File: config.mk
export PLATFORM = sky130hd
export DESIGN_NAME = wb_cmd_master
export DESIGN_NICKNAME = d
export VERILOG_FILES = /design/src/rtl/wb_cmd_master.sv
export SDC_FILE = /design/constraint.sdc
export NUM_CORES = 1
export LEC_CHECK = 0
export BUFFER_PORTS_ARGS = -buffer_cell sky130_fd_sc_hd__buf_2
export CAP_MARGIN = 0
export CORE_AREA = 2 2 214 216
export DETAILED_ROUTE_END_ITERATION = 16
export DIE_AREA = 0 0 216 218
export REMOVE_ABC_BUFFERS = 1
export SETUP_SLACK_MARGIN = 0.3
export SLEW_MARGIN = 20
export SYNTH_ARGS = -nofsm -noshare
export SYNTH_HDL_FRONTEND = slang
export SYNTH_SLANG_ARGS = --single-unit
File: constraint.sdc
create_clock -name wb_clk_i -period 12.7 [get_ports wb_clk_i]
set_input_delay 1.905 -clock wb_clk_i [delete_from_list [all_inputs] [get_ports wb_clk_i]]
set_output_delay 1.905 -clock wb_clk_i [all_outputs]
set_load 0.005 [all_outputs]
File: src/rtl/wb_cmd_master.sv
// Wishbone classic initiator: queued commands become single-beat bus cycles,
// each answered by exactly one in-order response (read data, write ack or timeout).
module wb_cmd_master #(
    parameter int CMD_DEPTH = 4,
    parameter int TIMEOUT   = 255,
    parameter int TO_W      = 8
) (
    input  logic        wb_clk_i,
    input  logic        wb_rst_i,
    input  logic        cmd_valid,
    output logic        cmd_ready,
    input  logic        cmd_we,
    input  logic [31:0] cmd_adr,
    input  logic [31:0] cmd_dat,
    input  logic [3:0]  cmd_sel,
    output logic        rsp_valid,
    input  logic        rsp_ready,
    output logic [31:0] rsp_dat,
    output logic        rsp_err,
    output logic        rsp_we,
    output logic        wbm_cyc_o,
    output logic        wbm_stb_o,
    output logic        wbm_we_o,
    output logic [31:0] wbm_adr_o,
    output logic [31:0] wbm_dat_o,
    output logic [3:0]  wbm_sel_o,
    input  logic        wbm_ack_i,
    input  logic [31:0] wbm_dat_i,
    output logic        busy
);
    localparam int AW = $clog2(CMD_DEPTH);

    typedef enum logic [1:0] {IDLE, BUS, RESP} state_t;

    typedef struct packed {
        logic        we;
        logic [31:0] adr;
        logic [31:0] dat;
        logic [3:0]  sel;
    } cmd_t;

    cmd_t          mem_q [CMD_DEPTH];
    logic [AW:0]   wr_ptr_q, wr_ptr_d;
    logic [AW:0]   rd_ptr_q, rd_ptr_d;
    state_t        state_q, state_d;
    logic          cyc_q, cyc_d;
    logic          we_q, we_d;
    logic [31:0]   adr_q, adr_d;
    logic [31:0]   dat_q, dat_d;
    logic [3:0]    sel_q, sel_d;
    logic [TO_W-1:0] cnt_q, cnt_d;
    logic [31:0]   rsp_dat_q, rsp_dat_d;
    logic          rsp_err_q, rsp_err_d;
    logic          rsp_we_q, rsp_we_d;

    logic fifo_empty, fifo_full, push, pop, to_hit;
    cmd_t head;

    // Extra MSB on the pointers separates full from empty when the indices match.
    assign fifo_empty = (wr_ptr_q == rd_ptr_q);
    assign fifo_full  = (wr_ptr_q[AW] != rd_ptr_q[AW]) &&
                        (wr_ptr_q[AW-1:0] == rd_ptr_q[AW-1:0]);
    assign cmd_ready  = !fifo_full && !wb_rst_i;
    assign push       = cmd_valid && cmd_ready;
    assign pop        = (state_q == IDLE) && !fifo_empty;
    assign head       = mem_q[rd_ptr_q[AW-1:0]];
    assign to_hit     = (cnt_q == TO_W'(TIMEOUT - 1));
    assign wr_ptr_d   = wr_ptr_q + {{AW{1'b0}}, push};
    assign rd_ptr_d   = rd_ptr_q + {{AW{1'b0}}, pop};

    always_ff @(posedge wb_clk_i) begin
        if (push) begin
            mem_q[wr_ptr_q[AW-1:0]] <= '{we: cmd_we, adr: cmd_adr, dat: cmd_dat, sel: cmd_sel};
        end
    end

    always_ff @(posedge wb_clk_i) begin
        if (wb_rst_i) begin
            state_q   <= IDLE;
            wr_ptr_q  <= '0;
            rd_ptr_q  <= '0;
            cyc_q     <= 1'b0;
            we_q      <= 1'b0;
            adr_q     <= '0;
            dat_q     <= '0;
            sel_q     <= '0;
            cnt_q     <= '0;
            rsp_dat_q <= '0;
            rsp_err_q <= 1'b0;
            rsp_we_q  <= 1'b0;
        end else begin
            state_q   <= state_d;
            wr_ptr_q  <= wr_ptr_d;
            rd_ptr_q  <= rd_ptr_d;
            cyc_q     <= cyc_d;
            we_q      <= we_d;
            adr_q     <= adr_d;
            dat_q     <= dat_d;
            sel_q     <= sel_d;
            cnt_q     <= cnt_d;
            rsp_dat_q <= rsp_dat_d;
            rsp_err_q <= rsp_err_d;
            rsp_we_q  <= rsp_we_d;
        end
    end

    always_comb begin
        state_d = state_q;
        case (state_q)
            IDLE:    if (!fifo_empty) state_d = BUS;
            BUS:     if (wbm_ack_i || to_hit) state_d = RESP;
            RESP:    if (rsp_ready) state_d = IDLE;
            default: state_d = IDLE;
        endcase
    end

    // Datapath next values; an ack on the timeout cycle takes priority over the abort.
    always_comb begin
        cyc_d     = cyc_q;
        we_d      = we_q;
        adr_d     = adr_q;
        dat_d     = dat_q;
        sel_d     = sel_q;
        cnt_d     = cnt_q;
        rsp_dat_d = rsp_dat_q;
        rsp_err_d = rsp_err_q;
        rsp_we_d  = rsp_we_q;
        case (state_q)
            IDLE: begin
                if (!fifo_empty) begin
                    we_d  = head.we;
                    adr_d = head.adr;
                    dat_d = head.dat;
                    sel_d = head.sel;
                    cyc_d = 1'b1;
                    cnt_d = '0;
                end
            end
            BUS: begin
                if (wbm_ack_i) begin
                    cyc_d     = 1'b0;
                    rsp_dat_d = we_q ? 32'h0 : wbm_dat_i;
                    rsp_err_d = 1'b0;
                    rsp_we_d  = we_q;
                end else if (to_hit) begin
                    cyc_d     = 1'b0;
                    rsp_dat_d = 32'h0;
                    rsp_err_d = 1'b1;
                    rsp_we_d  = we_q;
                end else begin
                    cnt_d = cnt_q + TO_W'(1);
                end
            end
            default: ;
        endcase
    end

    always_comb begin
        rsp_valid = (state_q == RESP);
        busy      = !fifo_empty || (state_q != IDLE);
        rsp_dat   = rsp_dat_q;
        rsp_err   = rsp_err_q;
        rsp_we    = rsp_we_q;
        wbm_cyc_o = cyc_q;
        wbm_stb_o = cyc_q;
        wbm_we_o  = we_q;
        wbm_adr_o = adr_q;
        wbm_dat_o = dat_q;
        wbm_sel_o = sel_q;
    end

endmodule

==> out/qor.yml <==
synth.area.top_cells: "edfxtp_1 55%, dfxtp_1 16%, mux4_2 10%, a21oi_2 4.0%, nand2_2 3.3%"
synth.distinct_cells: 41
die_w_um: 216
ys_warn_count: 0
wl_per_cell_um: 18.4
synth_ff_type: "edfxtp_1"
ctsLongestPathBuffers: 3
place.gp.congestion: 0.748
postCtsSetupRepairBufs: 0
drt_iter0_drc: 380
busiest_layer: "met2"
core_um2: 44900
setup_violations: 0
tightest_slew_ns: 0.959
ant_nets: 0
rows: 78
fin_tns_setup_ns: 0
vias: 8246
place_ws_ns: 8.00
synth_top_area_frac: 0.549
cts-resized-gates: 0
die_h_um: 218
io_pins: 214
grt_use_met1: 0.185
finalCritPeriodShare: 0.354
start_util: 0.336
routed_wl_mm: 32.5
viasPerCell: 4.68
synth_edf_count: 276
relSlewSlack: 0.359
syn-instance-count: 910
netlist_area_um2: 15100
status: "completed"
synth_seq_area_share: 0.708
drc_errors: 0
placed_area_um2: 16700
grt_util_all_layers: 0.138
maxCapViolCount: 0
cts_buffers: 44
met2_usage: 0.219
rsz0062_at_grt: "no"
syn_avg_cell_area_um2: 16.6
holdCritPathClass: "reg -> reg"
cp.required_ns: 10.80
cts_hold_buf: 0
synth.largest_area_cell: "edfxtp_1"
fin_worst_skew_ns: 0.0131
overflow: 0
ys_async_sr_fraction: 0
fin_nets: 1239
clk-insertion-delay-late_ns: 0.55
clock-root-buffer: "clkbuf_16"
grt_max_degree: 80
maxSlewViolCount: 0
p_leak_nw: 6.46
synth.ff_latch_count: 396
critPathLaunchType: "input port"
hold_viol: 0
critPathMaxStageDelay_ns: 0.37
tritoncts: "built"
critPathMaxFanout: 38
dr.pass1.iters: 6
worstPathArrival_ns: 2.59
dp_hpwl_mm: 19.1
grt_pass1_vias: 8467
grt_pass1_wl_mm: 50.0
syn_to_final_growth_pct: 19.8
worst_slack_ns: 8.21
clk_pin_slew_ns: 0.05
fin_area_um2: 18100
fmax_mhz: 223
hold_slack_ns: 0.454
antenna_found_initial: 8
power.density_nw_per_um2: 204
worstSetupPathType: "in -> out"
n_fill_cell: 4184
end_kind: "output pin"
dieArea_um2: 47100
slowest_stage: "buf_6"
peakVddDrop_mv: 0.125
min_period_ns: 4.49
io_buffers: 213
worstPathCellList: "buf_6 -> a31oi_1 -> buf_2"
htree_num_levels: 2
use_met3: 0.0356
drive_gt1_frac: 0.445
clock-sinks: 396
==> kinds of logic (layout without fill, tap and decap cells) <==
kind of cell | count (synthesis) | after routing | synth area share
multiplexers | 103 | 103 | 0.125
AND/OR/NAND/NOR | 244 | 244 | 0.0780
XOR/XNOR | 6 | 6 | 0.00447
buffers and inverters | 61 | 312 | 0.0275
AO/OA/AOI/OAI | 94 | 94 | 0.0518
adder cells (fa/ha/maj) | 6 | 6 | 0.00497
other | 0 | 1 | 0
flip-flops | 396 | 396 | 0.708
==> layout make-up <==
type                            instances  area (um2)  share of cell area
Sequential cell                       396       10700               0.591
Multi-Input combinational cell        453        4040               0.223
Clock buffer                           70        1300              0.0719
Timing Repair Buffer                  227        1180              0.0652
Tap cell                              600         751              0.0415
Clock inverter                         10        98.8             0.00546
Inverter                                5        31.3             0.00173
Antenna cell                            1        2.50            0.000138
==> Yosys cell counts (3+ instances only) <==
master and number:
edfxtp_1 276, nand2_1 129, dfxtp_1 120, nand2_2 79
a21oi_2 69, mux4_2 69, mux2i_1 33, clkbuf_1 22
buf_2 19, nor2_1 8, nand3_1 7, a21oi_1 6
buf_12 6, ha_1 6, nand4_1 6, nor2b_1 6
buf_6 5, buf_4 4, o21ai_0 4, inv_1 3
o211ai_1 3, o21a_1 3, xnor2_1 3
==> flip-flops by register name, summed over array words and instances (netlist names) <==
signal	count
rsp_dat	32
wbm_sel_o	4
rd_ptr_q	3
state_q	2
mem_q	276
rsp_we	1
wbm_dat_o	32
wr_ptr_q	3
cnt_q	8
wbm_cyc_o	1
wbm_adr_o	32
wbm_we_o	1
rsp_err	1
==> report_power, final <==
part	switching (mW)	total (mW)	internal, mW	leakage (nW)
clock network	0.487	1.23	0.740	0.682
logic	0.503	0.868	0.365	2.29
registers	0.0948	1.59	1.50	3.49
total	1.09	3.69	2.60	6.46
==> worst max-delay path: cells and delay by family <==
kind / cells / cell delay (ns)
buffers and inverters: 2 / 0.54
AOI/OAI and AO/OA: 1 / 0.13
==> layer usage <==
layer,share of wire,routed length [um]
met1,0.45,14800
met2,0.45,14800
met3,0.064,2070
met4,0.025,821
met5,0.0020,65
==> cells in the final DEF, fill, tap and decap left out, drive strengths merged <==
cell type and instances:
a21oi 75, a311o 1, a31oi 1, a32oi 1, a41o 2, buf 227
bufinv 2, clkbuf 70, clkinv 8, dfxtp 120, diode 1, edfxtp 276
ha 6, inv 5, mux2 1, mux2i 33, mux4 69, nand2 208
nand2b 2, nand3 7, nand4 6, nor2 8, nor2b 6, nor3 2
nor3b 2, nor4 1, o2111ai 1, o211ai 3, o21a 3, o21ai 4
o41a 1, o41ai 2, or3b 1, or4 1, xnor2 5, xor2 1
==> through the flow <==
stage	power, mW	utilization	std cells
2_1_floorplan	2.21	-	854
3_3_place_gp	2.51	0.372	1681
3_5_place_dp	2.52	0.372	1681
4_1_cts	3.77	0.403	1761
5_1_grt	3.89	0.403	1761
6_report	3.69	0.403	1762
==> final timing paths <==
kind                              startpoint      endpoint  slack, ns  depth (start not counted)
worst max-delay path                wb_rst_i     cmd_ready       8.21                          3
worst max register to register   rd_ptr_q[0]  mem_q[3][45]       9.33                          5
worst min-delay path            wbm_adr_o[6]  wbm_adr_o[6]       0.45                          2
worst min register to register  wbm_adr_o[6]  wbm_adr_o[6]       0.45                          2
No activity file was read; power rests on OpenSTA's default activity.
